===== config.mk =====
export PLATFORM = sky130hd
export DESIGN_NAME = mod_n_count_ctrl_flat
export DESIGN_NICKNAME = d
export VERILOG_FILES = /design/src/rtl/mod_n_count_ctrl_if.sv /design/src/rtl/mod_n_count_ctrl.sv /design/src/flat_wrapper.sv
export SDC_FILE = /design/constraint.sdc
export NUM_CORES = 1
export LEC_CHECK = 0
export ABC_AREA = 1
export ABC_CLOCK_PERIOD_IN_PS = 2250
export CAP_MARGIN = 10
export CELL_PAD_IN_SITES_DETAIL_PLACEMENT = 1
export CELL_PAD_IN_SITES_GLOBAL_PLACEMENT = 1
export CORE_MARGIN = 10
export CORE_UTILIZATION = 35
export CTS_CLUSTER_SIZE = 16
export DETAILED_ROUTE_END_ITERATION = 7
export MAX_ROUTING_LAYER = met4
export PLACE_DENSITY_LB_ADDON = 0.1
export SLEW_MARGIN = 30
export SYNTH_ARGS = -nofsm -noshare
export SYNTH_HDL_FRONTEND = slang
export SYNTH_SLANG_ARGS = --single-unit

===== constraint.sdc =====
create_clock -name clk -period 2.25 [get_ports clk]
set_input_delay 0.45 -clock clk [delete_from_list [all_inputs] [get_ports clk]]
set_output_delay 0.45 -clock clk [all_outputs]
set_load 0.01 [all_outputs]

===== src/rtl/mod_n_count_ctrl_if.sv =====
// mod_n_count_ctrl_if: configuration handshake, run controls and status of the modulo-N sequencer
interface mod_n_count_ctrl_if #(
    parameter int WIDTH = 4
);
    logic             cfg_valid;
    logic             cfg_ready;
    logic [WIDTH-1:0] cfg_last;
    logic [7:0]       cfg_passes;
    logic             start;
    logic             pause;
    logic             stop;
    logic [WIDTH-1:0] q;
    logic             tc;
    logic [7:0]       pass_cnt;
    logic             busy;
    logic             done;

    modport master (
        output cfg_valid, cfg_last, cfg_passes, start, pause, stop,
        input  cfg_ready, q, tc, pass_cnt, busy, done
    );

    modport slave (
        input  cfg_valid, cfg_last, cfg_passes, start, pause, stop,
        output cfg_ready, q, tc, pass_cnt, busy, done
    );
endinterface


===== src/rtl/mod_n_count_ctrl.sv =====
// mod_n_count_ctrl: runtime-configurable modulo-N counter with pass counting, pause, stop and done
module mod_n_count_ctrl #(
    parameter int WIDTH        = 4,
    parameter int DEFAULT_LAST = 13
) (
    input logic              clk,
    input logic              clr,
    mod_n_count_ctrl_if.slave bus
);
    typedef enum logic [2:0] {IDLE, ARMED, RUN, PAUSED, DONE} state_t;

    state_t           state;
    logic [WIDTH-1:0] q;
    logic [WIDTH-1:0] last;
    logic [7:0]       passes;
    logic [7:0]       pass_cnt;
    logic             done;
    logic             ready;
    logic             active;
    logic             handshake;
    logic             wrap;
    logic             finish;

    assign ready     = state == IDLE || state == ARMED || state == DONE;
    assign active    = state == ARMED || state == RUN || state == PAUSED;
    assign handshake = ready & bus.cfg_valid;
    assign wrap      = q == last;
    assign finish    = passes != 8'd0 && pass_cnt + 8'd1 == passes;

    assign bus.cfg_ready = ready;
    assign bus.q         = q;
    assign bus.tc        = state == RUN && !bus.pause && wrap;
    assign bus.pass_cnt  = pass_cnt;
    assign bus.busy      = state == RUN || state == PAUSED;
    assign bus.done      = done;

    // sequencing: stop beats a handshake/start, which beats pause, which beats counting
    always_ff @(posedge clk) begin
        if (clr) begin
            state    <= IDLE;
            q        <= '0;
            last     <= WIDTH'(DEFAULT_LAST);
            passes   <= 8'd0;
            pass_cnt <= 8'd0;
            done     <= 1'b0;
        end else begin
            done <= 1'b0;
            if (bus.stop && active) begin
                state    <= IDLE;
                q        <= '0;
                pass_cnt <= 8'd0;
            end else if (handshake) begin
                last     <= bus.cfg_last;
                passes   <= bus.cfg_passes;
                q        <= '0;
                pass_cnt <= 8'd0;
                state    <= bus.start ? RUN : ARMED;
            end else if (ready && bus.start) begin
                state    <= RUN;
                q        <= '0;
                pass_cnt <= 8'd0;
            end else if (state == RUN) begin
                if (bus.pause) begin
                    state <= PAUSED;
                end else if (wrap) begin
                    q        <= '0;
                    pass_cnt <= pass_cnt + 8'd1;
                    if (finish) begin
                        state <= DONE;
                        done  <= 1'b1;
                    end
                end else begin
                    q <= q + 1'b1;
                end
            end else if (state == PAUSED && !bus.pause) begin
                state <= RUN;
            end
        end
    end
endmodule


===== src/flat_wrapper.sv =====
// flat-port wrapper written by rule: the top's interface ports become plain ports
module mod_n_count_ctrl_flat 
#(
    parameter int WIDTH        = 4,
    parameter int DEFAULT_LAST = 13
)
  (clk, clr, bus_cfg_valid, bus_cfg_last, bus_cfg_passes, bus_start, bus_pause, bus_stop, bus_cfg_ready, bus_q, bus_tc, bus_pass_cnt, bus_busy, bus_done);
  mod_n_count_ctrl_if #(.WIDTH(WIDTH)) bus_i ();
  input logic clk;
  input logic clr;
  input wire logic [$bits(bus_i.cfg_valid)-1:0] bus_cfg_valid;
  input wire logic [$bits(bus_i.cfg_last)-1:0] bus_cfg_last;
  input wire logic [$bits(bus_i.cfg_passes)-1:0] bus_cfg_passes;
  input wire logic [$bits(bus_i.start)-1:0] bus_start;
  input wire logic [$bits(bus_i.pause)-1:0] bus_pause;
  input wire logic [$bits(bus_i.stop)-1:0] bus_stop;
  output wire logic [$bits(bus_i.cfg_ready)-1:0] bus_cfg_ready;
  output wire logic [$bits(bus_i.q)-1:0] bus_q;
  output wire logic [$bits(bus_i.tc)-1:0] bus_tc;
  output wire logic [$bits(bus_i.pass_cnt)-1:0] bus_pass_cnt;
  output wire logic [$bits(bus_i.busy)-1:0] bus_busy;
  output wire logic [$bits(bus_i.done)-1:0] bus_done;
  assign bus_i.cfg_valid = bus_cfg_valid;
  assign bus_i.cfg_last = bus_cfg_last;
  assign bus_i.cfg_passes = bus_cfg_passes;
  assign bus_i.start = bus_start;
  assign bus_i.pause = bus_pause;
  assign bus_i.stop = bus_stop;
  assign bus_cfg_ready = bus_i.cfg_ready;
  assign bus_q = bus_i.q;
  assign bus_tc = bus_i.tc;
  assign bus_pass_cnt = bus_i.pass_cnt;
  assign bus_busy = bus_i.busy;
  assign bus_done = bus_i.done;
  mod_n_count_ctrl #(.WIDTH(WIDTH), .DEFAULT_LAST(DEFAULT_LAST)) u_core (.clk(clk), .clr(clr), .bus(bus_i));
endmodule

After elaboration in Yosys (flattened, before gate mapping). Cells that the tools add are included.

Bits in registers: 28. Bits of input ports: 18. Output and inout port bits: 16. Logic and storage cells: 53.

Add/subtract/negate cells: 2. Equality and inequality tests: 8. Multiplexer cells: 10. Bitwise gates (word level): 5. Reduce and logical (&&, ||, !) cells: 22.

Operators by type and width (count): $mux W3 (7); $ne A5 B3 Y1 const B (2); $add A8 B1 Y8 const B (1); $eq A8 B8 Y1 (1); $reduce_bool A8 Y1 (1); $reduce_or A7 Y1 (1); $eq A3 B2 Y1 const B (2); $logic_and A1 B1 Y1 (6); $reduce_and A3 Y1 (2); $logic_or A1 B1 Y1 (5); $add A4 B1 Y4 const B (1); $eq A4 B4 Y1 (1); $mux W4 (1); $not A1 Y1 (4); $reduce_and A2 Y1 (2); $reduce_bool A4 Y1 (1); $reduce_or A4 Y1 (1); $eq A3 B1 Y1 const B (1); $eq A3 B3 Y1 const B (1); $logic_not A3 Y1 (1); $mux W2 (1); $reduce_or A2 Y1 (1); $and A1 B1 Y1 (1); $logic_not A1 Y1 (1); $mux W1 (1).

Depth between registers and ports, before layout.
Depth in word-level cells: 9. Mapped depth: 13. Gate-level depth less buffers: 13.

Least setup slack after synthesis. OpenSTA, ideal clock, no wires.

Path kind: register to register. From: reg u_core.pass_cnt[0], in the netlist u_core.bus.pass_cnt[0]. To: reg u_core.state[1]. Library setup time: 0.115 ns. Arrival: 1.640 ns. Path slack: 0.495 ns. Stages on the path, launching flop included: 13. Path buffers: 0. Cells stage by stage: dfxtp_1 -> ha_1 -> nand2_4 -> nor2_4 -> inv_1 -> nand2_2 -> nor2_1 -> nor2_2 -> nand2_2 -> nor2_4 -> nand3_2 -> a21oi_1 -> nor2_1.

Word-level cells in the longest chain between the ends: 5.

Ends and longest elaborated chain: start: declaration (RTL line mod_n_count_ctrl.sv:16) `logic [7:0] pass_cnt;`; start signal: assignment (RTL line mod_n_count_ctrl.sv:67) `pass_cnt <= pass_cnt + 8'd1;`; $add A8 B1 Y8 (RTL line mod_n_count_ctrl.sv:28) `assign finish = passes != 8'd0 && pass_cnt + 8'd1 == passes;`; $eq A8 B8 Y1 (RTL line mod_n_count_ctrl.sv:28); $logic_and A1 B1 Y1 (RTL line mod_n_count_ctrl.sv:28); $ne A5 B3 Y1 (no source line); $reduce_and A3 Y1 (no source line); end signal: assignment (RTL line mod_n_count_ctrl.sv:57) `state <= bus.start ? RUN : ARMED;`; end: declaration (RTL line mod_n_count_ctrl.sv:12) `state_t state;`.

Every way passes these cells. A chain may end at the register's enable or synchronous reset.

Worst setup path after layout.
From: reg u_core.state[2]. To: out bus_cfg_ready.

Word-level cells in the longest chain between the ends: 3.

Ends and longest elaborated chain: $eq A3 B1 Y1 / $logic_not A3 Y1 (equally long branches) (RTL line mod_n_count_ctrl.sv:24) `assign ready = state == IDLE || state == ARMED || state == DONE;`; $logic_or A1 B1 Y1 (RTL line mod_n_count_ctrl.sv:24); $logic_or A1 B1 Y1 * (RTL line mod_n_count_ctrl.sv:24); end: declaration (RTL line flat_wrapper.sv:17) `output wire logic [$bits(bus_i.cfg_ready)-1:0] bus_cfg_ready;`.

Every way passes the cells marked *; elsewhere a longest branch is shown, timed or not.

==> results.tsv <==
metric	value	unit
Hold-fix buffers, CTS	0	
Tmin final	1950	ps
WL per Instance	13.4	µm
largest net degree at the start of global routing	21	
clock transition at the registers of the reported paths	100	ps
I/O pins	34	
Diodes inserted	0	
Primary FF master, synth	dfxtp_1	
Setup Skew	5.55	ps
DRT Pass-1 Iters	4	
global route total overflow	0	
HPWL after DPL	3330	µm
WP data required	1800	ps
slowest CP cell	clkdlybuf4s50_1	
setup TNS	0	ps
Crit. End Element	primary output	
Worst EP arrival	1500	ps
crit path launch	u_core.state[2]	
Starting Density	35.9	%
CP Launch Type	register	
setup slack after layout	304	ps
WP buf/inv	1	
Total GRT Usage	11.7	%
Post-Syn Nets	238	
Finished Cell Area	0.00204	mm²
Final nets	276	
deepest clock path buffer count	2	
Max Cap Viol	0	
Max IR drop VDD	0.267	mV
Post-Syn Instances	218	
Top delay family on crit path	buffers and inverters	
CP Max Fanout	4	
initial antenna violation count	0	
critical path's largest stage delay	590	ps
worst slack, placed	108	ps
clk root buf	clkbuf_8	
sequential cell area fraction in the yosys report	35.8	%
library cells used by synthesis	27	
Placed Area	0.00197	mm²
Min-Delay Startpoint	u_core.last[3]	
Max Clk Rate	0.514	GHz
DR vias	1473	
H-tree depth	1	
Routed Antenna Nets	0	
worst hold path type	register to register	
first-pass GRT wire length	7150	µm
CTS buffer count	3	
average via count per standard cell	4.80	
cell count of the worst reg-to-reg path	12	
synthesized area	0.00157	mm²
1st-iter DRT viols	38	
worst r2r src	u_core.bus.pass_cnt[1]	
post-synthesis register bit count	28	
status	finished clean	
relative slew slack	75.3	%
pwr dens	732	mW/mm²
Final Hold Vio Count	0	
area of the core	0.00435	mm²
Crit Path Category	register to primary output	
worst hold path depth	2	
Crit Reg-Reg Endpoint	u_core.state[1]	
die width	86.9	µm
Async SR Flop Fraction	0	%
area grow syn2layout	30.6	%
static leakage	0.823	nW
Clock Latency Late Sink	280	ps
worst reg-to-reg setup slack	350	ps
number of global-route vias before repair	1576	
routability congestion estimate	0.760	
CTS tree	yes	
Hold Slack	489	ps
TritonCTS Sinks	28	
period utilisation layout	86.5	%
Worst-Margin Slew	370	ps
# Post-CTS Setup Buffers	0	
count of port buffers added during placement	33	
Mean Syn Cell Area	7.18	µm²
Pins Over Slew Limit	0	
final wirelength	4110	µm
chip height	86.9	µm
# rows	24	
final core occ	47.0	%
crit-path cells	a21oi_1 > clkdlybuf4s50_1	
Syn. warnings	0	
worst hold endpoint	u_core.last[3]	
unrepaired setup endpoints after global routing	no	
final setup vio count	0	
share of post-route cells with drive strength above 1	18.4	%
EDFF count, synth	0	
die area	0.00755	mm²
DRC	0	
## worst reg2reg max path, stage by stage, from the launching register on
cell	delay, ps
dfxtp_1	490
ha_1	300
nand2_4	90
nor2_4	150
inv_1	60
nand2_2	80
nor2_1	50
nor2_2	120
nand2_2	80
nor2_4	90
nand3_2	100
a21oi_1	150
nor2_1	60
## synthesized netlist by cell type, types with 2 or more instances
cell | n | area [µm²]
o21ai_1 | 15 | 75.1
nor2_2 | 8 | 50.1
o22ai_1 | 4 | 25.0
ha_1 | 2 | 25.0
nand2_1 | 40 | 150
nand2_4 | 2 | 22.5
xor2_1 | 2 | 17.5
nand3_2 | 6 | 60.1
inv_2 | 8 | 30.0
nor2_4 | 4 | 45.0
nand3_1 | 14 | 70.1
nand2_2 | 9 | 56.3
nor2_1 | 17 | 63.8
xnor2_1 | 5 | 43.8
nand3b_1 | 2 | 15.0
buf_2 | 2 | 10.0
a21oi_1 | 15 | 75.1
nand4_1 | 6 | 37.5
dfxtp_1 | 28 | 561
inv_1 | 21 | 78.8
or2_0 | 2 | 12.5
## flip-flops by register name, summed over array words and instances (netlist names)
name,count
u_core.bus.pass_cnt,8
u_core.bus.q,4
u_core.state,3
u_core.passes,8
u_core.last,4
u_core.bus.done,1
## stage by stage
step	instances	total power, W
2_1_floorplan	218	0.000954
3_3_place_gp	303	0.00110
3_5_place_dp	303	0.00111
4_1_cts	307	0.00152
5_1_grt	307	0.00161
6_report	307	0.00150
## power breakdown
part           total, W  switching, W  internal (W)
registers      0.000613     0.0000517      0.000561
clock network  0.000409      0.000170      0.000238
logic          0.000474      0.000281      0.000193
total           0.00150      0.000503      0.000993
## cells in the final DEF (no fill, tap or decap), drive strengths merged
master | Yosys | layout
nand2 | 51 | 51
clkdlybuf4s50 | 0 | 32
inv | 29 | 29
nor2 | 29 | 29
dfxtp | 28 | 28
nand3 | 20 | 20
o21ai | 16 | 16
a21oi | 15 | 15
nand4 | 6 | 6
xnor2 | 5 | 5
o22ai | 4 | 4
buf | 3 | 4
clkbuf | 1 | 3
xor2 | 2 | 2
or2 | 2 | 2
nand3b | 2 | 2
ha | 2 | 2
nor3b | 1 | 1
nor3 | 1 | 1
o211ai | 1 | 1
bufinv | 0 | 1
dlymetal6s2s | 0 | 1
## final cells by class
cell class              instances  area, µm²
multi-input cells             157        875
clock inverters                 1       30.0
well taps                      52       65.1
flip-flops and latches         28        562
clock buffers                   3       41.3
repair buffers                 37        363
inverters                      29        109
fillers                       556       2310
## how the worst max path moves through the flow
stage	end	slack [ps]	depth (start not counted)
final	bus_cfg_ready	300	2
after global routing	u_core.state[1]	150	12
after CTS	bus_tc	3	7
after detailed placement	bus_tc	110	5
after global placement	bus_tc	120	5
after floorplan	u_core.state[1]	490	12
## logic make-up (layout without fill, tap and decap cells)
kind of cell,after synthesis,after routing,share of synthesized area [%]
and+or+nand+nor,112,112,38.4
AOI/OAI and AO/OA,36,36,12.0
buffers and inverters,33,70,8.31
DFF,28,28,35.8
xor gates and xnor gates,7,7,3.92
adders and majority gates,2,2,1.60
## routing by layer
metal	track usage (%)	wire length, µm
met1	14.4	2040
met3	2.06	108
met4	2.65	38
met2	19.2	1920
met5	-	0
## repair_timing
action,4_1_cts,5_1_grt
setup endpoints to repair,1,1
resized for setup,1,1
pin swaps,0,0
cloned,0,0
endpoints found under the hold margin,0,0
No activity file was read; power rests on OpenSTA's default activity.
